--- config.mk ---
export PLATFORM = sky130hd
export DESIGN_NAME = hazard_control_unit
export DESIGN_NICKNAME = d
export VERILOG_FILES = /design/src/rtl/hazard_pkg.sv /design/src/rtl/fwd_select.sv /design/src/rtl/hazard_control_unit.sv
export SDC_FILE = /design/constraint.sdc
export NUM_CORES = 1
export LEC_CHECK = 0
export CAP_MARGIN = 20
export CORE_MARGIN = 4
export CORE_UTILIZATION = 24
export DETAILED_ROUTE_END_ITERATION = 7
export PLACE_DENSITY = 0.39
export SYNTH_ARGS = -nofsm -noshare
export SYNTH_HDL_FRONTEND = slang
export SYNTH_HIERARCHICAL = 1
export SYNTH_SLANG_ARGS = --single-unit
--- constraint.sdc ---
create_clock -name clk -period 2.6 [get_ports clk]
set_input_delay 0.52 -clock clk [delete_from_list [all_inputs] [get_ports clk]]
set_output_delay 0.52 -clock clk [all_outputs]
set_load 0.005 [all_outputs]
--- src/rtl/hazard_pkg.sv ---
// hazard_pkg: shared types and constants for the pipeline hazard scheduler.
//   FWD_*        : EX operand mux select encodings
//   mul_state_e  : multiply-occupancy FSM states
//   stage_t      : one shadow pipeline stage (EX/MEM/WB)
package hazard_pkg;

  localparam logic [1:0] FWD_NONE   = 2'b00;
  localparam logic [1:0] FWD_MEM_WB = 2'b01;
  localparam logic [1:0] FWD_EX_MEM = 2'b10;

  // Shadow register indices are stored at this width; REG_AW must not exceed it.
  localparam int unsigned IDX_W = 8;
  // Multiply down-counter width, enough for MUL_LAT up to 8.
  localparam int unsigned CNT_W = 3;

  typedef enum logic {
    ST_IDLE = 1'b0,
    ST_BUSY = 1'b1
  } mul_state_e;

  typedef struct packed {
    logic             valid;
    logic [IDX_W-1:0] rs_a;
    logic [IDX_W-1:0] rs_b;
    logic [IDX_W-1:0] rd;
    logic             regwrite;
    logic             memread;
    logic             is_mul;
  } stage_t;

endpackage

--- src/rtl/fwd_select.sv ---
// fwd_select: operand forwarding comparator for one EX source register.
//   mem_*  : producer in MEM (EX/MEM register)
//   wb_*   : producer in WB  (MEM/WB register)
//   ex_rs  : source register of the instruction in EX
//   sel    : FWD_EX_MEM / FWD_MEM_WB / FWD_NONE
module fwd_select
  import hazard_pkg::*;
#(
  parameter int unsigned AW = 5
) (
  input  logic          mem_valid,
  input  logic          mem_regwrite,
  input  logic [AW-1:0] mem_rd,
  input  logic          wb_valid,
  input  logic          wb_regwrite,
  input  logic [AW-1:0] wb_rd,
  input  logic [AW-1:0] ex_rs,
  output logic [1:0]    sel
);

  logic mem_hit;
  logic wb_hit;

  always_comb begin
    mem_hit = mem_valid && mem_regwrite && (mem_rd != '0) && (mem_rd == ex_rs);
    wb_hit  = wb_valid  && wb_regwrite  && (wb_rd  != '0) && (wb_rd  == ex_rs);
    sel     = FWD_NONE;
    // The younger producer (MEM) wins over the older one (WB).
    if (mem_hit)     sel = FWD_EX_MEM;
    else if (wb_hit) sel = FWD_MEM_WB;
  end

endmodule

--- src/rtl/hazard_control_unit.sv ---
// hazard_control_unit: stall / bubble / flush / forwarding control for the
// 5-stage integer core. Tracks in-flight destinations in a shadow EX/MEM/WB
// pipeline.
//   id_*             : decoded instruction currently in ID
//   ex_branch_taken  : branch in EX resolved taken
//   pc_write_en      : 0 holds the PC
//   if_id_write_en   : 0 holds IF/ID
//   if_id_flush      : clears IF/ID
//   id_ex_bubble     : loads a NOP into ID/EX
//   ex_hold          : holds ID/EX while a multiply is busy
//   forward_A/B      : EX operand mux selects
//   mul_busy         : multiply FSM in BUSY
module hazard_control_unit
  import hazard_pkg::*;
#(
  parameter int unsigned REG_AW  = 5,
  parameter int unsigned MUL_LAT = 3
) (
  input  logic              clk,
  input  logic              rst,
  input  logic              id_valid,
  input  logic [REG_AW-1:0] id_rsA,
  input  logic [REG_AW-1:0] id_rsB,
  input  logic [REG_AW-1:0] id_rd,
  input  logic              id_regwrite,
  input  logic              id_memread,
  input  logic              id_is_mul,
  input  logic              ex_branch_taken,
  output logic              pc_write_en,
  output logic              if_id_write_en,
  output logic              if_id_flush,
  output logic              id_ex_bubble,
  output logic              ex_hold,
  output logic [1:0]        forward_A,
  output logic [1:0]        forward_B,
  output logic              mul_busy
);

  localparam bit              MUL_MULTI    = (MUL_LAT > 1);
  localparam logic [CNT_W-1:0] MUL_CNT_INIT = MUL_MULTI ? CNT_W'(MUL_LAT - 2) : '0;

  stage_t           ex_q, ex_d, mem_q, mem_d, wb_q, wb_d, id_stage;
  mul_state_e       state_q, state_d;
  logic [CNT_W-1:0] cnt_q, cnt_d;

  logic       busy, luse, branch, mul_start, hold_ex;
  logic [1:0] fwd_a_sel, fwd_b_sel;

  always_comb begin
    id_stage          = '0;
    id_stage.valid    = id_valid;
    id_stage.rs_a     = IDX_W'(id_rsA);
    id_stage.rs_b     = IDX_W'(id_rsB);
    id_stage.rd       = IDX_W'(id_rd);
    id_stage.regwrite = id_regwrite;
    id_stage.memread  = id_memread;
    id_stage.is_mul   = id_is_mul;
  end

  always_comb begin
    busy      = (state_q == ST_BUSY);
    luse      = id_valid && ex_q.valid && ex_q.memread && ex_q.regwrite &&
                (ex_q.rd != '0) &&
                ((ex_q.rd == id_stage.rs_a) || (ex_q.rd == id_stage.rs_b));
    // A branch can never legitimately overlap BUSY; ignore it there.
    branch    = ex_branch_taken && !busy;
    mul_start = !busy && ex_q.valid && ex_q.is_mul && MUL_MULTI;
    // The multiply stays in EX on the entry edge and every BUSY edge except
    // the last, giving MUL_LAT cycles of EX occupancy in total.
    hold_ex   = mul_start || (busy && (cnt_q != '0));
  end

  // Next-state for shadow stages and multiply FSM.
  always_comb begin
    ex_d    = id_stage;
    mem_d   = ex_q;
    wb_d    = mem_q;
    state_d = state_q;
    cnt_d   = cnt_q;

    if (hold_ex) begin
      ex_d  = ex_q;
      mem_d = '0;
    end else if (branch || luse) begin
      ex_d = '0;
    end

    if (mul_start) begin
      state_d = ST_BUSY;
      cnt_d   = MUL_CNT_INIT;
    end else if (busy) begin
      if (cnt_q == '0) state_d = ST_IDLE;
      else             cnt_d   = cnt_q - 1'b1;
    end
  end

  always_ff @(posedge clk) begin
    if (rst) begin
      ex_q    <= '0;
      mem_q   <= '0;
      wb_q    <= '0;
      state_q <= ST_IDLE;
      cnt_q   <= '0;
    end else begin
      ex_q    <= ex_d;
      mem_q   <= mem_d;
      wb_q    <= wb_d;
      state_q <= state_d;
      cnt_q   <= cnt_d;
    end
  end

  fwd_select #(.AW(IDX_W)) u_fwd_a (
    .mem_valid    (mem_q.valid),
    .mem_regwrite (mem_q.regwrite),
    .mem_rd       (mem_q.rd),
    .wb_valid     (wb_q.valid),
    .wb_regwrite  (wb_q.regwrite),
    .wb_rd        (wb_q.rd),
    .ex_rs        (ex_q.rs_a),
    .sel          (fwd_a_sel)
  );

  fwd_select #(.AW(IDX_W)) u_fwd_b (
    .mem_valid    (mem_q.valid),
    .mem_regwrite (mem_q.regwrite),
    .mem_rd       (mem_q.rd),
    .wb_valid     (wb_q.valid),
    .wb_regwrite  (wb_q.regwrite),
    .wb_rd        (wb_q.rd),
    .ex_rs        (ex_q.rs_b),
    .sel          (fwd_b_sel)
  );

  // Control outputs; priority rst > BUSY > branch > load-use.
  always_comb begin
    pc_write_en    = 1'b1;
    if_id_write_en = 1'b1;
    if_id_flush    = 1'b0;
    id_ex_bubble   = 1'b0;
    ex_hold        = 1'b0;
    mul_busy       = 1'b0;
    forward_A      = FWD_NONE;
    forward_B      = FWD_NONE;
    if (!rst) begin
      mul_busy  = busy;
      forward_A = fwd_a_sel;
      forward_B = fwd_b_sel;
      if (busy) begin
        pc_write_en    = 1'b0;
        if_id_write_en = 1'b0;
        ex_hold        = 1'b1;
      end else if (branch) begin
        if_id_flush  = 1'b1;
        id_ex_bubble = 1'b1;
      end else if (luse) begin
        pc_write_en    = 1'b0;
        if_id_write_en = 1'b0;
        id_ex_bubble   = 1'b1;
      end
    end
  end

  // WB only supplies a destination; its source/type fields are carried along.
  logic unused_wb_fields;
  assign unused_wb_fields = ^{wb_q.rs_a, wb_q.rs_b, wb_q.memread, wb_q.is_mul};

endmodule
==> qor.txt <==
combinational share of power: 25.3%
aggregate global routing overflow: 0
Syn. warnings: 6
Crit path largest cell delay: 0.35 ns
final non-filler cell total: 431
Sw Share: 29.9%
vias in the first global route: 1707
critical path's top delay family: simple AND/OR/NAND/NOR gates
port buffer count: 31
failing checks: negative setup slack
Clock Tree Root: clkbuf_8
Via density: 4.32
largest vdd supply drop: 0.195 mV
clock share of power: 26.1%
slowest CP cell: dfxtp_2
core area: 8680 µm²
row count: 34
clock skew: 0.00622 ns
endpoints failing hold: 0
register area share after synthesis: 34.7%
outcome: finished, violations left
met2 Usage GRT: 17.7%
Synth area leader: dfxtp_1
Ports: 32
Vert. Die Dim: 102 µm
share of layout cells above drive strength 1: 15.8%
Synth top area share: 34.7%
max cap viols: 0
WL final: 5470 µm
Horiz. Die Dim: 102 µm
Lkg Pwr: 1.13 nW
WHS: 0.474 ns
Pwr per Cell Area: 488 nW/µm²
H-tree Lvls: 2
first-pass GRT wire length: 8610 µm
RSZ-0062 raised after global routing: true
r2r worst-path depth: 7
routed vias: 1862
DR WL/cell: 12.7 µm
WP buf/inv: 2
layer with the highest usage: met2
fin crit period: 2.61 ns
Placed Area: 2760 µm²
diode count: 0
CP Class: reg2out
Yosys reg bits: 37
Syn Std Cell Area: 2130 µm²
GRT Util Overall: 10.7%
P_int: 0.000997 W
crit start category: flip-flop
CP Depth: 7
CTS Sinks: 37
PnR worst setup slack: -0.0113 ns
deepest clock path buffer count: 2
Antenna Nets Post-Route: 0
Achievable Freq: 383 MHz
GP Congestion: 0.761
antenna violations before repair: 0
die footprint: 10500 µm²
Crit Path Max Fanout: 3
starting density of the core: 24.6%
Mapped Cells: 239
CTS tree: yes
GRT met3 Usage: 2.53%
DP Wirelength: 4120 µm
final net count: 348
Area Overhead vs Synth: 36.7%
first-pass iteration count of the detailed router: 4
DP Worst Slack: -0.246 ns
clock latency on the worst-skew pair: 0.28 ns
CP Cell Sequence: xor2_1 -> nor4_2 -> nand4_1 -> buf_4 -> o41a_1 -> nor2b_1 -> dlygate4sd2_1
synth unique cells: 38
Slew Limit Fails: 0
count of final setup violators: 1
top cells by area, synth: dfxtp_1 35%, xnor2_1 13%, a32oi_1 7.8%, o21ai_1 4.5%, nand2_1 4.4%
Period Utilization, post-route: 100%
Worst Hold Class: reg2reg
total CTS buffers: 5
Critical Path AT: 2.09 ns
Hold Crit Depth: 2
NetSw: 0.000425 W
worst path required time: 2.08 ns
GR met1 Demand/Resource: 13.7%
total power: 0.00142 W
Seq pwr share: 48.6%
syn_area_per_cell: 8.92 µm²
pin count of the biggest net entering global routing: 39
Finished Cell Area: 2910 µm²
Post-CTS Hold Fix Bufs: 0
# placed instances: 419
Initial DRC Count: 40
Worst Setup End Kind: primary output
clock-pin slew on the worst setup and hold paths: 0.07 ns
DR DRC count: 0
[metal layers]
layer / vias to the layer above / routed length [µm] / share of wire [%]
met3: 5 / 248 / 4.5
met5: - / 0 / 0
met4: 0 / 52 / 0.95
met2: 32 / 2560 / 47
li1: 989 / - / -
met1: 836 / 2600 / 48
[state kept, by name (all words and copies together), names as in the netlist]
signal / cells
cnt_q: 3
wb_q: 7
ex_q: 19
busy: 1
mem_q: 7
[power groups by stage]
stage / clock, W / combinational [W] / sequential [W]
2_1_floorplan: 0 / 0.000229 / 0.000681
3_3_place_gp: 0 / 0.000340 / 0.000707
3_5_place_dp: 0 / 0.000342 / 0.000705
4_1_cts: 0.000393 / 0.000357 / 0.000693
5_1_grt: 0.000411 / 0.000398 / 0.000703
6_report: 0.000372 / 0.000360 / 0.000691
[worst register-to-register path, stage by stage, from the launching register on]
cell and delay (ns):
dfxtp_1 0.36, inv_1 0.07, ha_1 0.22, and3b_1 0.20, o221a_1 0.25, buf_12 0.18, a32oi_1 0.21, o21ai_1 0.09
[synthesized netlist by cell type]
master and number:
nor2b_1 12, or4_1 8, buf_4 4, a21o_1 1, inv_1 5, o41a_1 2
nor4_1 4, xor2_1 10, buf_6 4, a32oi_1 19, and4_1 1, ha_1 2
a2111oi_0 1, a21oi_2 1, or4_4 1, buf_12 1, o21ai_0 1, o21ai_1 19
a21boi_1 1, a21oi_1 2, o221a_1 1, o21ai_4 1, dfxtp_1 37, buf_2 6
nor2_1 6, nand4_1 4, clkbuf_1 2, o22ai_1 1, nor3_2 1, conb_1 1
nand3_1 6, nand2_1 25, and2_1 7, nor3_1 6, nor4_2 2, and3b_1 1
a22o_1 1, xnor2_1 32
[repair_timing]
action                                  4_1_cts  5_1_grt
pin swaps                                     7        7
buffers inserted                              4        2
endpoints found under the setup margin        7        5
gates resized for setup                      21        4
[logic make-up after synthesis]
group	synth area share, %
and+or+nand+nor	22.0
xor gates and xnor gates	17.3
DFF	34.7
adders and majority gates	1.17
AOI/OAI and AO/OA	17.5
buffers and inverters	7.10
other	0.176
[path summary, 6_finish.rpt]
kind | startpoint | endpoint | slack [ns]
max | ex_q[19] | forward_A[0] | -0.01
min | ex_q[1] | ex_q[1] | 0.47
max reg2reg | cnt_q[0] | ex_q[20] | 0.91
min reg2reg | ex_q[1] | ex_q[1] | 0.47
[placed cells by master, fill, tap and decap left out, drive strengths merged]
cell / Yosys / routed
dfxtp: 37 / 37
ha: 2 / 2
nor3: 7 / 7
or4: 9 / 9
clkinv: 0 / 1
buf: 15 / 30
conb: 1 / 36
a21oi: 3 / 3
xnor2: 32 / 32
o41a: 2 / 2
clkdlybuf4s50: 0 / 21
and2: 7 / 7
and4: 1 / 1
nand4: 4 / 4
a21o: 1 / 1
a2111oi: 1 / 1
nor2: 6 / 6
a22o: 1 / 1
dlymetal6s2s: 0 / 2
o22ai: 1 / 1
nor2b: 12 / 12
dlygate4sd2: 0 / 7
a32oi: 19 / 19
a21boi: 1 / 1
nand3: 6 / 6
o21ai: 21 / 21
nand2: 25 / 25
and3b: 1 / 1
clkbuf: 2 / 5
xor2: 10 / 10
o221a: 1 / 1
inv: 5 / 5
nor4: 6 / 6
[area by class of cell]
| class | instances | area (µm²) |
|---|---|---|
| Fill cell | 974 | 5760 |
| Sequential cell | 37 | 749 |
| Tap cell | 108 | 135 |
| Multi-Input combinational cell | 215 | 1400 |
| Inverter | 5 | 18.8 |
| Clock buffer | 5 | 68.8 |
| Timing Repair Buffer | 60 | 536 |
| Clock inverter | 1 | 5.00 |
[metrics by stage]
step                      setup TNS (ns)  util, %
after floorplan                        0        -
after global routing              -0.144     33.6
final                            -0.0113     33.6
after detailed placement          -0.565     31.8
after CTS                         -0.222     33.3
after global placement            -0.458     31.8
Power figures use the tool's default switching activity.
